$ cat src/rtl/debug_view_sequencer_if.sv
// debug_view_sequencer_if: processor debug read ports (combinational register file, handshaked data memory).
interface debug_view_sequencer_if;
    logic [4:0]  reg_addr_o;
    logic [31:0] reg_data_i;
    logic [15:0] mem_addr_o;
    logic        mem_req_o;
    logic        mem_ack_i;
    logic [31:0] mem_data_i;
    modport master (output reg_addr_o, mem_addr_o, mem_req_o, input reg_data_i, mem_ack_i, mem_data_i);
    modport slave  (input reg_addr_o, mem_addr_o, mem_req_o, output reg_data_i, mem_ack_i, mem_data_i);
endinterface

$ cat src/rtl/debug_view_sequencer.sv
// debug_view_sequencer: button/auto stepping of register and memory views, word fetch and 8-digit hex display.
module debug_view_sequencer #(
    parameter int DEBOUNCE_CYCLES  = 1_000_000,
    parameter int SCAN_DIV         = 100_000,
    parameter int AUTO_STEP_CYCLES = 100_000_000
) (
    input  logic                          clk_i,
    input  logic                          rst_i,
    input  logic                          switch_i,
    input  logic                          btn_next_i,
    input  logic                          btn_prev_i,
    input  logic                          auto_i,
    debug_view_sequencer_if.master        dbg,
    output logic [15:0]                   led_o,
    output logic [7:0]                    anode_o,
    output logic [6:0]                    seg_o,
    output logic                          busy_o
);
    localparam int DW = $clog2(DEBOUNCE_CYCLES + 1);
    localparam int SW = $clog2(SCAN_DIV + 1);
    localparam int AW = $clog2(AUTO_STEP_CYCLES + 1);
    localparam logic [0:0] S_IDLE = 1'b0, S_REQ = 1'b1;
    localparam logic [6:0] HEX7 [16] = '{
        7'b1000000, 7'b1111001, 7'b0100100, 7'b0110000, 7'b0011001, 7'b0010010, 7'b0000010, 7'b1111000,
        7'b0000000, 7'b0010000, 7'b0001000, 7'b0000011, 7'b1000110, 7'b0100001, 7'b0000110, 7'b0001110
    };
    logic [1:0]    w_raw, w_pulse;
    logic          w_auto, w_next, w_prev, w_step, w_idle;
    logic [AW-1:0] r_auto_cnt;
    logic [4:0]    r_reg_addr;
    logic [15:0]   r_mem_addr;
    logic [0:0]    r_state;
    logic          r_sw_q, r_start;
    logic [31:0]   r_reg_q, r_mem_q, w_word;
    logic [SW-1:0] r_scan_cnt;
    logic [2:0]    r_digit;
    logic [3:0]    w_nib;

    assign w_raw = {btn_prev_i, btn_next_i};
    for (genvar b = 0; b < 2; b++) begin : g_btn
        logic [1:0]    r_sync;
        logic          r_db, r_db_d;
        logic [DW-1:0] r_cnt;
        // The debounced level flips only after DEBOUNCE_CYCLES consecutive disagreeing samples.
        always_ff @(posedge clk_i) begin
            if (rst_i) begin
                r_sync <= '0;
                r_db   <= 1'b0;
                r_db_d <= 1'b0;
                r_cnt  <= '0;
            end else begin
                r_sync <= {r_sync[0], w_raw[b]};
                r_db_d <= r_db;
                if (r_sync[1] == r_db) begin
                    r_cnt <= '0;
                end else if (r_cnt == DW'(DEBOUNCE_CYCLES - 1)) begin
                    r_cnt <= '0;
                    r_db  <= r_sync[1];
                end else begin
                    r_cnt <= r_cnt + 1'b1;
                end
            end
        end
        assign w_pulse[b] = r_db & ~r_db_d;
    end

    assign w_idle = r_state == S_IDLE;
    assign w_auto = auto_i && r_auto_cnt == AW'(AUTO_STEP_CYCLES - 1);
    assign w_next = (w_pulse[0] | w_auto) & ~w_pulse[1];
    assign w_prev = w_pulse[1] & ~(w_pulse[0] | w_auto);
    assign w_step = w_idle & (w_next | w_prev);

    always_ff @(posedge clk_i) begin
        if (rst_i || !auto_i || w_step || w_auto) r_auto_cnt <= '0;
        else r_auto_cnt <= r_auto_cnt + 1'b1;
    end

    always_ff @(posedge clk_i) begin
        if (rst_i) begin
            r_reg_addr <= '0;
            r_mem_addr <= '0;
        end else if (w_step && !switch_i) begin
            r_reg_addr <= w_next ? r_reg_addr + 5'd1 : r_reg_addr - 5'd1;
        end else if (w_step) begin
            r_mem_addr <= w_next ? r_mem_addr + 16'd4 : r_mem_addr - 16'd4;
        end
    end

    // A fetch is launched the cycle after the memory address changes or the memory view is entered.
    always_ff @(posedge clk_i) begin
        if (rst_i) begin
            r_sw_q  <= 1'b0;
            r_start <= 1'b0;
            r_state <= S_IDLE;
            r_mem_q <= '0;
            r_reg_q <= '0;
        end else begin
            r_sw_q  <= switch_i;
            r_start <= w_idle & switch_i & (w_step | ~r_sw_q);
            r_state <= (w_idle && r_start) ? S_REQ : (!w_idle && dbg.mem_ack_i) ? S_IDLE : r_state;
            r_mem_q <= (!w_idle && dbg.mem_ack_i) ? dbg.mem_data_i : r_mem_q;
            r_reg_q <= dbg.reg_data_i;
        end
    end

    always_ff @(posedge clk_i) begin
        if (rst_i || r_scan_cnt == SW'(SCAN_DIV - 1)) r_scan_cnt <= '0;
        else r_scan_cnt <= r_scan_cnt + 1'b1;
        if (rst_i) r_digit <= '0;
        else if (r_scan_cnt == SW'(SCAN_DIV - 1)) r_digit <= r_digit + 3'd1;
    end

    assign w_word         = switch_i ? r_mem_q : r_reg_q;
    assign w_nib          = w_word[{r_digit, 2'b00} +: 4];
    assign anode_o        = ~(8'b1 << r_digit);
    assign seg_o          = HEX7[w_nib];
    assign dbg.reg_addr_o = r_reg_addr;
    assign dbg.mem_addr_o = r_mem_addr;
    assign dbg.mem_req_o  = !w_idle;
    assign busy_o         = !w_idle;
    assign led_o          = switch_i ? r_mem_addr : {11'b0, r_reg_addr};
endmodule

$ cat src/flat_wrapper.sv
// flat-port wrapper written by rule: the top's interface ports become plain ports
module debug_view_sequencer_flat 
#(
    parameter int DEBOUNCE_CYCLES  = 1_000_000,
    parameter int SCAN_DIV         = 100_000,
    parameter int AUTO_STEP_CYCLES = 100_000_000
)
  (clk_i, rst_i, switch_i, btn_next_i, btn_prev_i, auto_i, led_o, anode_o, seg_o, busy_o, dbg_reg_addr_o, dbg_mem_addr_o, dbg_mem_req_o, dbg_reg_data_i, dbg_mem_ack_i, dbg_mem_data_i);
  debug_view_sequencer_if dbg_i ();
  input  logic clk_i;
  input  logic rst_i;
  input  logic switch_i;
  input  logic btn_next_i;
  input  logic btn_prev_i;
  input  logic auto_i;
  output logic [15:0] led_o;
  output logic [7:0] anode_o;
  output logic [6:0] seg_o;
  output logic busy_o;
  output wire logic [$bits(dbg_i.reg_addr_o)-1:0] dbg_reg_addr_o;
  output wire logic [$bits(dbg_i.mem_addr_o)-1:0] dbg_mem_addr_o;
  output wire logic [$bits(dbg_i.mem_req_o)-1:0] dbg_mem_req_o;
  input wire logic [$bits(dbg_i.reg_data_i)-1:0] dbg_reg_data_i;
  input wire logic [$bits(dbg_i.mem_ack_i)-1:0] dbg_mem_ack_i;
  input wire logic [$bits(dbg_i.mem_data_i)-1:0] dbg_mem_data_i;
  assign dbg_reg_addr_o = dbg_i.reg_addr_o;
  assign dbg_mem_addr_o = dbg_i.mem_addr_o;
  assign dbg_mem_req_o = dbg_i.mem_req_o;
  assign dbg_i.reg_data_i = dbg_reg_data_i;
  assign dbg_i.mem_ack_i = dbg_mem_ack_i;
  assign dbg_i.mem_data_i = dbg_mem_data_i;
  debug_view_sequencer #(.DEBOUNCE_CYCLES(DEBOUNCE_CYCLES), .SCAN_DIV(SCAN_DIV), .AUTO_STEP_CYCLES(AUTO_STEP_CYCLES)) u_core (.clk_i(clk_i), .rst_i(rst_i), .switch_i(switch_i), .btn_next_i(btn_next_i), .btn_prev_i(btn_prev_i), .auto_i(auto_i), .dbg(dbg_i), .led_o(led_o), .anode_o(anode_o), .seg_o(seg_o), .busy_o(busy_o));
endmodule
$ cat config.mk
export PLATFORM = sky130hd
export DESIGN_NAME = debug_view_sequencer_flat
export DESIGN_NICKNAME = d
export VERILOG_FILES = /design/src/rtl/debug_view_sequencer_if.sv /design/src/rtl/debug_view_sequencer.sv /design/src/flat_wrapper.sv
export SDC_FILE = /design/constraint.sdc
export NUM_CORES = 1
export LEC_CHECK = 0
export CAP_MARGIN = 20
export CORE_ASPECT_RATIO = 0.5
export CORE_MARGIN = 2
export CORE_UTILIZATION = 59
export CTS_CLUSTER_DIAMETER = 50
export DETAILED_ROUTE_END_ITERATION = 16
export PLACE_DENSITY_LB_ADDON = 0.08
export SLEW_MARGIN = 20
export SYNTH_ARGS = -nofsm -noshare
export SYNTH_HDL_FRONTEND = slang
export SYNTH_SLANG_ARGS = --single-unit
$ cat constraint.sdc
create_clock -name clk_i -period 6.89 [get_ports clk_i]
set_clock_uncertainty 0.05 [all_clocks]
set_input_delay 1.0335 -clock clk_i [delete_from_list [all_inputs] [get_ports clk_i]]
set_output_delay 1.0335 -clock clk_i [all_outputs]
set_load 0.01 [all_outputs]
Word-level counts from Yosys, hierarchy flattened
Memory sizes are Yosys's and may differ from the RTL's.
Cells that the tools add are included.
{ "word_totals": {"input_bits": 71, "n_memories": 1, "output_inout_bits": 54, "wordCells": 82, "rom_bits": 112, "latch_bits": 0, "ramBits": 0, "reg_bits": 183} }
{ "mem_list": {"columns": ["memory", "depth", "width", "read_ports", "rd_clocked_by_memory_dff", "wr", "line", "text"], "rows": [
  ["(name not given)", 16, 7, 1, 0, 0, "debug_view_sequencer.sv:116", "assign seg_o = HEX7[w_nib];"]
]} }
{ "op_classes": {"shift": 2, "bitwise": 21, "n_eq_ne": 6, "multipliers": 0, "n_div": 0, "add_sub_neg": 9, "order_cmp": 1, "muxes": 8, "reduce_logical": 16} }
{ "ops": {"columns": ["op", "n"], "rows": [
  ["adder 20 x 1 -> 20 bit, second input constant", 2],
  ["equality test 20 bit, second input constant", 2],
  ["2-to-1 mux 16 bit", 2],
  ["2-to-1 mux 32 bit", 1],
  ["variable part select 32 x 6 -> 4 bit", 1],
  ["adder 27 x 1 -> 27 bit, second input constant", 1],
  ["equality test 27 bit, second input constant", 1],
  ["adder 17 x 1 -> 17 bit, second input constant", 1],
  ["equality test 17 bit, second input constant", 1],
  ["adder 16 x 3 -> 16 bit, second input constant", 1],
  ["subtractor 16 x 3 -> 16 bit, second input constant", 1],
  ["2-to-1 mux 7 bit", 2],
  ["inverter 1 bit", 9],
  ["inverter 8 bit", 1],
  ["<< shifter 1 x 3 -> 8 bit, first input constant", 1],
  ["AND 1 bit", 7],
  ["AND reduction 2 bit", 3],
  ["OR reduction 3 bit", 2],
  ["adder 5 x 1 -> 5 bit, second input constant", 1],
  ["greater-or-equal comparator 5 bit, second input constant", 1],
  ["2-to-1 mux 5 bit", 1],
  ["inverter 4 -> 5 bit", 1],
  ["subtractor 5 x 1 -> 5 bit, second input constant", 1],
  ["logical AND 1 bit", 4],
  ["other kinds (7)", 15]
]} }

Longest topological paths before layout
{ "logic_depth": {"ltp_word": 10, "depth_mapped": 14, "mapped_depth_nobuf": 14} }

Least setup slack after synthesis
Ideal clock, no wire load.
{ "synth_timing": {"path_type": "input port to flip-flop", "startpoint": "input port auto_i", "endpoint": "register u_core.r_mem_addr[15], in the netlist u_core.dbg.mem_addr_o[15]", "path_slack_ps": 2974, "required_ps": 6719, "path_stages": 13, "setup_time_ps": 121, "arrival_time_ps": 3745, "n_path_buf": 0, "cell_sequence": "nand4b_1 -> nor4_2 -> nand2_1 -> o21ai_0 -> ha_1 -> inv_1 -> ha_1 -> o21ai_0 -> o21ai_0 -> nand2_1 -> o31ai_1 -> mux2i_1 -> mux2_2"} }
{ "synth_via": {"elab_chain_len": 9, "elab_cells_between_ends": 11, "cone_classes": "1 x mux; 7 x bitwise; 3 x reduce/logical"} }
{ "synth_lines": {"columns": ["item", "line", "text"], "rows": [
  ["start, declared", "flat_wrapper.sv:15", "input logic auto_i;"],
  ["logical AND 1 bit (*)", "debug_view_sequencer.sv:68", "assign w_auto = auto_i && r_auto_cnt == AW'(AUTO_STEP_CYCLES - 1);"],
  ["bitwise OR 1 bit (*)", "debug_view_sequencer.sv:69, debug_view_sequencer.sv:70", null],
  ["inverter 1 bit", "debug_view_sequencer.sv:70", "assign w_prev = w_pulse[1] & ~(w_pulse[0] | w_auto);"],
  ["AND 1 bit", "debug_view_sequencer.sv:70", null],
  ["bitwise OR 1 bit", "debug_view_sequencer.sv:71", "assign w_step = w_idle & (w_next | w_prev);"],
  ["AND 1 bit", "debug_view_sequencer.sv:71", null],
  ["logical AND 1 bit", "debug_view_sequencer.sv:82", "end else if (w_step && !switch_i) begin"],
  ["inverter 1 bit (no source line)", null, null],
  ["AND reduction 2 bit (no source line)", null, null],
  ["end signal, assigned", "debug_view_sequencer.sv:85", "r_mem_addr <= w_next ? r_mem_addr + 16'd4 : r_mem_addr - 16'd4;"],
  ["end, declared", "debug_view_sequencer.sv:31", "logic [15:0] r_mem_addr;"]
]} }
Every way passes the cells marked *; elsewhere a longest branch is shown, timed or not.
A chain may end at the register's enable or synchronous reset.

Final worst setup path
{ "layout_timing": {"startpoint": "input port switch_i", "endpoint": "output port seg_o[3]"} }
{ "layout_via": {"elab_chain_len": 6} }
{ "layout_lines": {"columns": ["item", "line", "text"], "rows": [
  ["start, declared", "flat_wrapper.sv:12", "input logic switch_i;"],
  ["2-to-1 mux 32 bit", "debug_view_sequencer.sv:113", "assign w_word = switch_i ? r_mem_q : r_reg_q;"],
  ["variable part select 32 x 6 -> 4 bit", "debug_view_sequencer.sv:114", "assign w_nib = w_word[{r_digit, 2'b00} +: 4];"],
  ["inverter 4 -> 5 bit (implied by the code)", "debug_view_sequencer.sv:116", null],
  ["memory (16 x 7 bit)", null, null],
  ["2-to-1 mux 7 bit (implied by the code) (2 in a row)", "debug_view_sequencer.sv:116", null],
  ["end, declared", "flat_wrapper.sv:18", "output logic [6:0] seg_o;"]
]} }
No other way between the ends. The select of a mux whose other input is x is not followed.

==> insert_results.sql <==
INSERT INTO impl_metrics (metric_group, metric, value, unit) VALUES
('place', 'place.gp.congestion', '0.9128', ''),
('yosys', 'async_sr_flop_fraction', '0', ''),
('yosys', 'yosys.cell_types.count', '69', ''),
('power_and_ir_drop', 'share_of_total_power_consumed_by_net_switching', '0.2304', ''),
('cells_and_area', 'diodes', '0', ''),
('route', 'wl_per_cell', '14.94', 'µm'),
('place', 'place_area', '9879', 'µm²'),
('timing', 'final.period_utilization', '0.7848', ''),
('global_route', 'grt_pass1_vias', '6581', ''),
('place', 'placed_cells_incl_taps', '1239', ''),
('cells_and_area', 'layout.cell_area.non_filler', '10430', 'µm²'),
('timing', 'total_of_endpoints_with_negative_setup_slack_in_the_final_report', '0', ''),
('yosys', 'synth-main-ff-cell', 'sky130_fd_sc_hd__dfxtp_1', ''),
('global_route', 'grt_antenna_before_repair', '1', ''),
('setup_path', 'kind_of_end_point_of_the_critical_path', 'output port', ''),
('cells_and_area', 'final_net_count', '1166', ''),
('place', 'port_buffers', '122', ''),
('die', 'floorplan_die_height', '89.33', 'µm'),
('setup_path', 'critical_register_to_register_path_endpoint', 'u_core.dbg.mem_addr_o[15]', ''),
('setup_path', 'r2r_cells', '13', ''),
('outcome', 'run_status', 'complete, no violations', ''),
('global_route', 'grt_start_max_net_pins', '53', ''),
('setup_path', 'reg2reg_setup_slack', '2.75', 'ns'),
('timing', 'timing.final.hold_violations', '0', ''),
('route', 'post-route-drc-count', '0', ''),
('cells_and_area', 'area.growth.synth_to_final', '21.39', '%'),
('place', 'dp_slack', '1.557', 'ns'),
('power_and_ir_drop', 'cell_internal_pwr', '1641', 'µW'),
('yosys', 'synth-edff-count', '0', ''),
('cts', 'cts_tree', 'done', ''),
('min_path', 'hold_path_class', 'reg2reg', ''),
('min_path', 'worstHoldPathCells', '1', ''),
('global_route', 'grtUsageTotal', '0.2513', ''),
('timing', 'layout_setup_ws', '1.483', 'ns'),
('yosys', 'yosysWarnings', '0', ''),
('timing', 'slew-limit-headroom', '0.4193', ''),
('setup_path', 'cp_data_arrival_time', '4.32', 'ns'),
('route', 'drtPass1Iterations', '4', ''),
('route', 'totalWireLength', '18970', 'µm'),
('route', 'detail-route-antenna-nets', '0', ''),
('yosys', 'syn_area', '8592', 'µm²'),
('cells_and_area', 'fillerInstances', '1114', ''),
('global_route', 'grt_first_pass_wirelength', '31440', 'µm'),
('die', 'core_region_area', '14350', 'µm²'),
('setup_path', 'critPathLaunchType', 'input port', ''),
('cts', 'post_cts_resize_count', '0', ''),
('power_and_ir_drop', 'share_seq_of_total_power', '0.504', ''),
('die', 'starting_density', '0.5987', ''),
('power_and_ir_drop', 'netSwitchingPower', '491.3', 'µW'),
('setup_path', 'r2r_start', 'u_core.r_auto_cnt[13]', ''),
('yosys', 'synth_area_per_cell', '8.987', 'µm²'),
('yosys', 'synth_area_leaders', 'sky130_fd_sc_hd__dfxtp_1 42%, sky130_fd_sc_hd__nand2_1 5.5%, sky130_fd_sc_hd__nor2_1 5.4%, sky130_fd_sc_hd__ha_1 4.8%, sky130_fd_sc_hd__xor2_1 4.8%', ''),
('power_and_ir_drop', 'pwr_density_cell', '204.4', 'nW/µm²'),
('yosys', 'synth.ff_latch_count', '181', ''),
('yosys', 'synth.yosys.seq_area_share', '0.4217', ''),
('run', 'maxCapViolations', '0', ''),
('power_and_ir_drop', 'post-layout-total-power', '2132', 'µW'),
('cells_and_area', 'post_route_cells_drive_above_1_share', '0.07556', ''),
('timing', 'max_freq', '0.1849', 'GHz'),
('global_route', 'grt.overflow.total', '0', ''),
('setup_path', 'worstPathRequired', '5.81', 'ns'),
('yosys', 'synth_area_leader_cell', 'sky130_fd_sc_hd__dfxtp_1', ''),
('timing', 'final_max_slew_viol_count', '0', ''),
('timing', 'min_period', '5.407', 'ns'),
('cells_and_area', 'finish.cell_count_without_fillers', '1270', ''),
('cts', 'clk_transition_reported_paths', '0.07', 'ns'),
('place', 'post-dp-hpwl', '13540', 'µm'),
('route', 'average_vias_per_placed_instance', '5.396', ''),
('die', 'ios', '125', ''),
('cts', 'cts_buffer_depth', '2', ''),
('timing', 'tns_setup', '0', 'ns');
-- synth_stat cells (all sizes together), types with 9 or more instances --
master,count
nand4,13
and3,11
buf,16
mux2i,9
ha,33
inv,27
xnor2,38
nand3,41
dfxtp,181
nor3,15
nor2b,44
a21oi,51
mux4,16
nor2,126
xor2,47
and2,17
o21ai,18
clkbuf,25
nand2,130
-- cell type report --
type | count | area, µm² | area share
clock buffer | 20 | 446.7 | 0.04283
sequential | 181 | 3623 | 0.3474
timing repair buffer | 125 | 1241 | 0.1190
clock inverter | 11 | 101.3 | 0.009717
inverter | 27 | 101.3 | 0.009717
multi-input combinational | 708 | 4668 | 0.4476
tap | 198 | 247.7 | 0.02375
-- logic make-up after synthesis --
| kind of cell | Yosys count | synth area share |
|---|---|---|
| other | 1 | 0.0004365 |
| adder cells (fa/ha/maj) | 35 | 0.05272 |
| buffers and inverters | 68 | 0.03582 |
| XOR/XNOR | 85 | 0.08665 |
| multiplexers | 33 | 0.06509 |
| flip-flops | 181 | 0.4217 |
| AO/OA/AOI/OAI | 108 | 0.08024 |
| AND/OR/NAND/NOR | 445 | 0.2573 |
-- per-layer routing --
layer  global-route usage  vias up  routed length, µm
li1                     -     3439                  -
met1               0.3305     3266               9143
met2               0.4337      122               8977
met3              0.05187       24                639
met4              0.05985        2                199
met5                    0        -                 11
-- flip-flops by register name, summed over array words and instances, names as in the netlist --
name,cells
u_core.g_btn.r_sync,4
u_core.r_start,1
u_core.g_btn.r_cnt,40
u_core.r_digit,3
u_core.r_mem_q,32
u_core.g_btn.r_db_d,2
u_core.r_scan_cnt,17
u_core.g_btn.r_db,2
u_core.r_auto_cnt,27
u_core.dbg.reg_addr_o,5
u_core.r_sw_q,1
u_core.r_reg_q,32
u_core.dbg.mem_addr_o,14
u_core.busy_o,1
-- placed cells by master (no fill, tap or decap), types with 4 or more instances in the layout --
cell and n:
sky130_fd_sc_hd__clkinv_2 4, sky130_fd_sc_hd__and2_1 16, sky130_fd_sc_hd__xor2_1 47, sky130_fd_sc_hd__clkbuf_16 17
sky130_fd_sc_hd__nor4b_1 6, sky130_fd_sc_hd__nor2_1 124, sky130_fd_sc_hd__mux4_2 11, sky130_fd_sc_hd__clkdlybuf4s50_1 121
sky130_fd_sc_hd__nand4_1 13, sky130_fd_sc_hd__ha_1 33, sky130_fd_sc_hd__a21o_1 5, sky130_fd_sc_hd__xnor2_1 38
sky130_fd_sc_hd__and4_1 5, sky130_fd_sc_hd__buf_4 4, sky130_fd_sc_hd__o21ai_0 14, sky130_fd_sc_hd__mux4_1 5
sky130_fd_sc_hd__nor3_1 13, sky130_fd_sc_hd__a211oi_1 7, sky130_fd_sc_hd__nor2b_1 44, sky130_fd_sc_hd__nand2b_1 8
sky130_fd_sc_hd__a21oi_1 51, sky130_fd_sc_hd__and3_1 10, sky130_fd_sc_hd__o31ai_1 4, sky130_fd_sc_hd__dfxtp_1 181
sky130_fd_sc_hd__inv_1 27, sky130_fd_sc_hd__nand2_1 126, sky130_fd_sc_hd__mux2i_1 9, sky130_fd_sc_hd__nand3_1 38
sky130_fd_sc_hd__nor4_1 4, sky130_fd_sc_hd__or3_1 8, sky130_fd_sc_hd__mux2_2 6
-- how the worst max path moves through the flow --
stage / endpoint / cells after the start / start / slack (ns)
3_5_place_dp: seg_o[3] / 10 / switch_i / 1.56
4_1_cts: seg_o[3] / 10 / switch_i / 1.56
3_3_place_gp: seg_o[3] / 10 / switch_i / 1.70
5_1_grt: seg_o[3] / 10 / switch_i / 1.37
2_1_floorplan: u_core.dbg.mem_addr_o[15] / 13 / auto_i / 2.97
6_report: seg_o[3] / 10 / switch_i / 1.48
-- power by group through the flow --
stage / Sequential [µW] / Combinational (µW) / Clock, µW
6_report: 1070 / 125 / 934
5_1_grt: 1070 / 135 / 979
4_1_cts: 1070 / 125 / 940
3_5_place_dp: 1100 / 124 / 0
3_3_place_gp: 1100 / 122 / 0
2_1_floorplan: 1090 / 63.5 / 0
-- through the flow --
step                utilization  hold slack, ns
global placement         0.6883          0.3765
floorplan                     -          0.3638
global route             0.7268          0.4159
finish                   0.7268          0.3940
CTS                      0.7266          0.4014
detailed placement       0.6884          0.3779
-- worst max-delay path, stage by stage --
cell and delay [ns]:
sky130_fd_sc_hd__clkdlybuf4s50_1 1.04, sky130_fd_sc_hd__mux4_2 0.41, sky130_fd_sc_hd__a22oi_1 0.23, sky130_fd_sc_hd__nand2_1 0.21, sky130_fd_sc_hd__inv_1 0.18, sky130_fd_sc_hd__ha_1 0.27, sky130_fd_sc_hd__a21oi_1 0.16, sky130_fd_sc_hd__a311oi_1 0.08
sky130_fd_sc_hd__a21oi_1 0.14, sky130_fd_sc_hd__clkdlybuf4s50_1 0.56
Note: power is estimated with default switching activity, not from simulation.
